## src/rtl/alu_share_ctrl.sv

```systemverilog
// Round-robin sequencer sharing one combinational ALU between two requesters.
// Operands are registered toward the ALU; the result returns one cycle later.
module alu_share_ctrl #(
    parameter int W    = 8,
    parameter int SELW = 3
) (
    input  logic              clk,
    input  logic              rst,
    input  logic [1:0]        req_valid,
    output logic [1:0]        req_ready,
    input  logic [2*W-1:0]    req_a,
    input  logic [2*W-1:0]    req_b,
    input  logic [2*SELW-1:0] req_sel,
    output logic [1:0]        rsp_valid,
    input  logic [1:0]        rsp_ready,
    output logic [W-1:0]      rsp_r,
    output logic [W-1:0]      alu_a,
    output logic [W-1:0]      alu_b,
    output logic [SELW-1:0]   alu_sel,
    input  logic [W-1:0]      alu_r,
    output logic              busy,
    output logic [7:0]        op_count
);

    typedef enum logic [1:0] {
        IDLE,
        EXEC,
        RESP
    } state_t;

    state_t state;
    state_t state_nx;

    logic prio;
    logic id;
    logic gnt;
    logic accept;
    logic release_rsp;

    always_comb begin
        state_nx    = state;
        gnt         = prio;
        accept      = 1'b0;
        release_rsp = 1'b0;
        req_ready   = 2'b00;
        rsp_valid   = 2'b00;
        unique case (state)
            IDLE: begin
                // Fall back to the other side only when prio is idle.
                gnt    = req_valid[prio] ? prio : ~prio;
                accept = req_valid[gnt];
                if (accept) begin
                    req_ready = 2'b01 << gnt;
                    state_nx  = EXEC;
                end
            end
            EXEC: state_nx = RESP;
            RESP: begin
                rsp_valid = 2'b01 << id;
                if (rsp_ready[id]) begin
                    release_rsp = 1'b1;
                    state_nx    = IDLE;
                end
            end
            default: state_nx = IDLE;
        endcase
    end

    assign busy = (state != IDLE);

    always_ff @(posedge clk) begin
        if (rst) state <= IDLE;
        else     state <= state_nx;
    end

    always_ff @(posedge clk) begin
        if (rst) begin
            alu_a    <= '0;
            alu_b    <= '0;
            alu_sel  <= '0;
            rsp_r    <= '0;
            prio     <= 1'b0;
            id       <= 1'b0;
            op_count <= '0;
        end else begin
            if (accept) begin
                alu_a   <= gnt ? req_a[W +: W] : req_a[0 +: W];
                alu_b   <= gnt ? req_b[W +: W] : req_b[0 +: W];
                alu_sel <= gnt ? req_sel[SELW +: SELW]
                               : req_sel[0 +: SELW];
                id      <= gnt;
                prio    <= ~gnt;
            end
            if (state == EXEC)
                rsp_r <= alu_r;
            if (release_rsp)
                op_count <= op_count + 8'd1;
        end
    end

endmodule

```

## config.mk

```make
export PLATFORM = sky130hd
export DESIGN_NAME = alu_share_ctrl
export DESIGN_NICKNAME = d
export VERILOG_FILES = /design/src/rtl/alu_share_ctrl.sv
export SDC_FILE = /design/constraint.sdc
export NUM_CORES = 1
export LEC_CHECK = 0
export BUFFER_PORTS_ARGS = -buffer_cell sky130_fd_sc_hd__buf_4
export CAP_MARGIN = 0
export CELL_PAD_IN_SITES_DETAIL_PLACEMENT = 2
export CELL_PAD_IN_SITES_GLOBAL_PLACEMENT = 2
export CORE_ASPECT_RATIO = 1.25
export CORE_MARGIN = 1.5
export CORE_UTILIZATION = 24
export DETAILED_ROUTE_END_ITERATION = 16
export PLACE_DENSITY_LB_ADDON = 0.08
export RECOVER_POWER = 25
export SLEW_MARGIN = 20
export SYNTH_ARGS = -nofsm -noshare
export SYNTH_HDL_FRONTEND = slang
export SYNTH_SLANG_ARGS = --single-unit
```

## constraint.sdc

```tcl
create_clock -name clk -period 1.8 [get_ports clk]
set_clock_uncertainty 0.15 [all_clocks]
set_input_delay 0.18 -clock clk [delete_from_list [all_inputs] [get_ports clk]]
set_output_delay 0.18 -clock clk [all_outputs]
set_load 0.02 [all_outputs]
```

# [Word level (Yosys, flattened, before mapping)]
# Index checks and enable logic that the tools add are counted.
[totals] input_bits=52 reg_bits=39 word_cells=43 out_inout_bits=40
[op_classes] shifts=2 n_reduce_logical=3 eq_ne=4 addsub=1 magnitude_cmp=3 n_bitwise=2 n_mux=20
[op_table] op="$mux W8" n=2
[op_table] op="$mux W1" n=11
[op_table] op="$mux W2" n=5
[op_table] op="$add A8 B1 Y8 const B" n=1
[op_table] op="$lt A1 B2 Y1 const B" n=3
[op_table] op="$pmux W2 S3" n=1
[op_table] op="$ne A2 B2 Y1 const B" n=2
[op_table] op="$shl A1 B1 Y2 const A" n=2
[op_table] op="$mux W3" n=1
[op_table] op="$eq A2 B1 Y1 const B" n=1
[op_table] op="$eq A2 B2 Y1 const B" n=1
[op_table] op="$logic_not A2 Y1" n=1
[op_table] op="$not A1 Y1" n=2
[op_table] op="$reduce_and A2 Y1" n=1
[op_table] op="$reduce_bool A2 Y1" n=1

# [Logic depth before layout (Yosys ltp)]
[logic_depth] word_depth=7 ltp_mapped=5

# [Worst setup path after synthesis]
# OpenSTA, ideal clock, no wires.
[synth_path] kind="register to register" startpoint="register op_count[0]" endpoint="register op_count[7]" setup_time_ns=0.121 t_required_ns=1.529 path_stages_with_launch=4 arrival_ns=1.340 setup_slack_ns=0.189 n_path_buf=0 cell_sequence="dfxtp_1 nand4b_1 nor4b_1 mux2_2"
[synth_between] elab_chain_cells=1
[synth_lines] item="start, declared" line_no="22" source="output logic [7:0] op_count"
[synth_lines] item="start signal, assigned" line_no="97" source="op_count <= op_count + 8'd1;"
[synth_lines] item="$add A8 B1 Y8" line_no="97"
# No other way between the ends.
# A chain may end at the register's enable or synchronous reset.

# [Worst setup path after layout]
[layout_path] startpoint="register state[1]" endpoint="output rsp_valid[1]"
[layout_between] elab_chain_cells=2
[layout_lines] item="start, declared" line_no="31" source="state_t state;"
[layout_lines] item="start signal, assigned" line_no="73" source="else state <= state_nx;"
[layout_lines] item="$eq A2 B2 Y1" line_no="47" source="unique case (state)"
[layout_lines] item="$mux W2" line_no="47"
[layout_lines] item="end, declared" line_no="14" source="output logic [1:0] rsp_valid,"
# No other way between the ends.

==> flow_metrics.env <==
export IMPL_tightest_slew_ns=0.464
export IMPL_setup_viol=0
export IMPL_die_area_mm2=0.00793
export IMPL_nFillCells=838
export IMPL_clk_pin_slew_ns=0.08
export IMPL_layout_drive_gt1_share_pct=32.7
export IMPL_synth_avg_cell_area_um2=8.15
export IMPL_vias=2067
export IMPL_htree_num_levels=2
export IMPL_register_area_um2=782
export IMPL_crit_path_start_kind="flip-flop"
export IMPL_fp_row_count=34
export IMPL_synth_top_area_share_pct=43.9
export IMPL_gp_congestion=0.721
export IMPL_antenna_found_initial=0
export IMPL_nets=370
export IMPL_fin_crit_sh_pct=94.8
export IMPL_tritoncts="yes"
export IMPL_synth_edf_count=0
export IMPL_synth_async_sr_flop_share_pct=0
export IMPL_synth_warning_count=0
export IMPL_cp_cell_sequence="nor2b_1 > and2_2 > buf_4"
export IMPL_end_kind="output port"
export IMPL_cap_violations=0
export IMPL_drv_slew=0
export IMPL_clockBufferDepth=2
export IMPL_grt_overflow=0
export IMPL_yosysUniqueCellTypes=33
export IMPL_synthTopCellsByCount="dfxtp_1 (39), a21oi_1 (37), o21ai_0 (22)"
export IMPL_period_minus_slack_ns=1.71
export IMPL_outcome="completed"
export IMPL_initial_core_util_pct=25.2
export IMPL_grt_use_total_pct=17.1
export IMPL_cts_sinks=39
export IMPL_multi_input_area_um2=910
export IMPL_drc=0
export IMPL_syn_area_mm2=0.00178
export IMPL_ios=92
export IMPL_cts_buffers=5
export IMPL_vias_per_cell=5.07
export IMPL_area_growth_pct=53.7
export IMPL_critPathMaxStageDelay_ns=0.48
export IMPL_synthCells=218
export IMPL_synthFlopType="dfxtp_1"
export IMPL_timing_fmax_ghz=0.586
export IMPL_syn_num_nets=271
export IMPL_yosysTopAreaCell="dfxtp_1"
export IMPL_seq_area_frac_synth_pct=43.9
export IMPL_irDropWorstVdd_mv=0.395
export IMPL_fin_total_pwr_w=0.00242
export IMPL_power_leakage_nw=1.12
export IMPL_synth_most_common_cell="dfxtp_1"
export IMPL_hp_class="in2reg"
export IMPL_wl_per_cell_um=16.1
export IMPL_ant_nets=0
export IMPL_critPathArrivalTime_ns=1.38
export IMPL_critPathMaxFanout=7
export IMPL_port_buffers=91
export IMPL_crit_required_ns=1.47
export IMPL_root_buffer="clkbuf_8"
export IMPL_relSlewSlack_pct=68.2
export IMPL_routed_wl_mm=6.55
export IMPL_core_area_mm2=0.00706
export IMPL_finalHoldViolCount=0
export IMPL_grt_pass1_wl_mm=10.7
export IMPL_grt_max_degree=41
export IMPL_dp_hpwl_mm=4.67
export IMPL_dr_pass1_iters=4
export IMPL_die_x_um=80.0
export IMPL_n_antenna_cell=0
export IMPL_clkLatencyLatePin_ns=0.29
export IMPL_die_h_um=99.2
export IMPL_drt_iter0_markers=40
export IMPL_synth_area_leaders="dfxtp_1 (44%), a21oi_1 (10%), a311oi_1 (9.4%)"
export IMPL_power_density_mw_per_mm2=886
export IMPL_slowest_stage="dfxtp_1"
export IMPL_synth_seq_cells=39
export IMPL_grt_pass1_vias=2161
export IMPL_rsz0062_at_grt="true"
export IMPL_worstSetupPathType="reg2out"
export IMPL_final_util_pct=38.7
-- final cells by class --
| class | instances | area share, % |
|---|---|---|
| clock buffer | 6 | 3.02 |
| clock inverter | 2 | 1.28 |
| inverter | 4 | 0.550 |
| multi-input combinational | 155 | 33.3 |
| sequential | 39 | 28.6 |
| tap | 90 | 4.12 |
| timing repair buffer | 112 | 29.1 |
-- cells in the final DEF, fill, tap and decap left out, types with 2 or more instances in the layout --
cell           instances
clkbuf_8               6
nand2b_1               2
a311oi_1              19
o31ai_1                4
o21ai_0               22
a21oi_1               37
nand3b_1               2
buf_4                 86
dfxtp_1               38
nand3_1               20
nand2_1               18
nor2_1                 6
or4_1                  4
nand4_1                2
nor2b_1                3
dlygate4sd3_1          8
inv_1                  4
clkbuf_1              18
-- path summary, 6_finish.rpt --
| kind | to | slack (ns) | startpoint | cells after the start |
|---|---|---|---|---|
| min reg2reg | rsp_r[7]$_SDFFE_PP0N_ | 0.31 | rsp_r[7]$_SDFFE_PP0N_ | 2 |
| max | rsp_valid[1] | 0.09 | state[1]$_SDFFE_PP0P_ | 3 |
| max reg2reg | op_count[7]$_SDFFE_PP0P_ | 0.12 | state[1]$_SDFFE_PP0P_ | 3 |
| min | alu_a[1]$_SDFFE_PP0P_ | 0.02 | req_a[1] | 3 |
-- per-layer routing --
metal | global-route usage (%) | vias up | routed length (um)
li1 | - | 1000 | -
met1 | 19.6 | 1013 | 2560
met2 | 31.4 | 48 | 3600
met3 | 4.22 | 6 | 332
met4 | 3.98 | 0 | 62
met5 | 0 | - | 0
-- sequential cells by signal (all words and copies together) (netlist names) --
register and cells:
alu_sel 3, state 2, prio 1, op_count 8
alu_b 8, rsp_r 8, id 1, alu_a 8
-- through the flow --
stage	TNS (ns)	instance area [um^2]	hold slack, ns	setup slack [ns]	cells
finish	0	2730	0.0197	0.0944	408
global route	-0.0199	2730	0.0199	-0.0127	408
detailed placement	0	2580	0.294	0.0968	392
global placement	0	2580	0.283	0.167	392
CTS	0	2780	0.0107	0.0178	408
floorplan	0	1780	0.166	0.189	218
-- worst max-delay path: cells and delay by family, from the launching register on --
kind          cells  cell delay, ns
flops             1            0.48
simple gates      2            0.47
buf+inv           1            0.13
-- what timing repair did --
item                                    4_1_cts  5_1_grt
hold buffers                                  8        0
endpoints found under the hold margin         8        0
resized for setup                             1        4
buffers inserted                              0        0
endpoints found under the setup margin        2        3
pin swaps                                     1        0
-- where the power goes --
| group | internal [W] | switching [W] |
|---|---|---|
| clock network | 0.000449 | 0.000329 |
| logic | 0.000277 | 0.000366 |
| registers | 0.000943 | 0.0000560 |
| total | 0.00167 | 0.000750 |
-- cells by family after synthesis --
family / after synthesis / synth area share [%]
simple gates: 68 / 19.7
flops: 39 / 43.9
mux: 2 / 1.20
buf+inv: 24 / 5.92
fa+ha+maj: 1 / 0.704
compound gates: 84 / 28.5
Power figures use the tool's default switching activity.
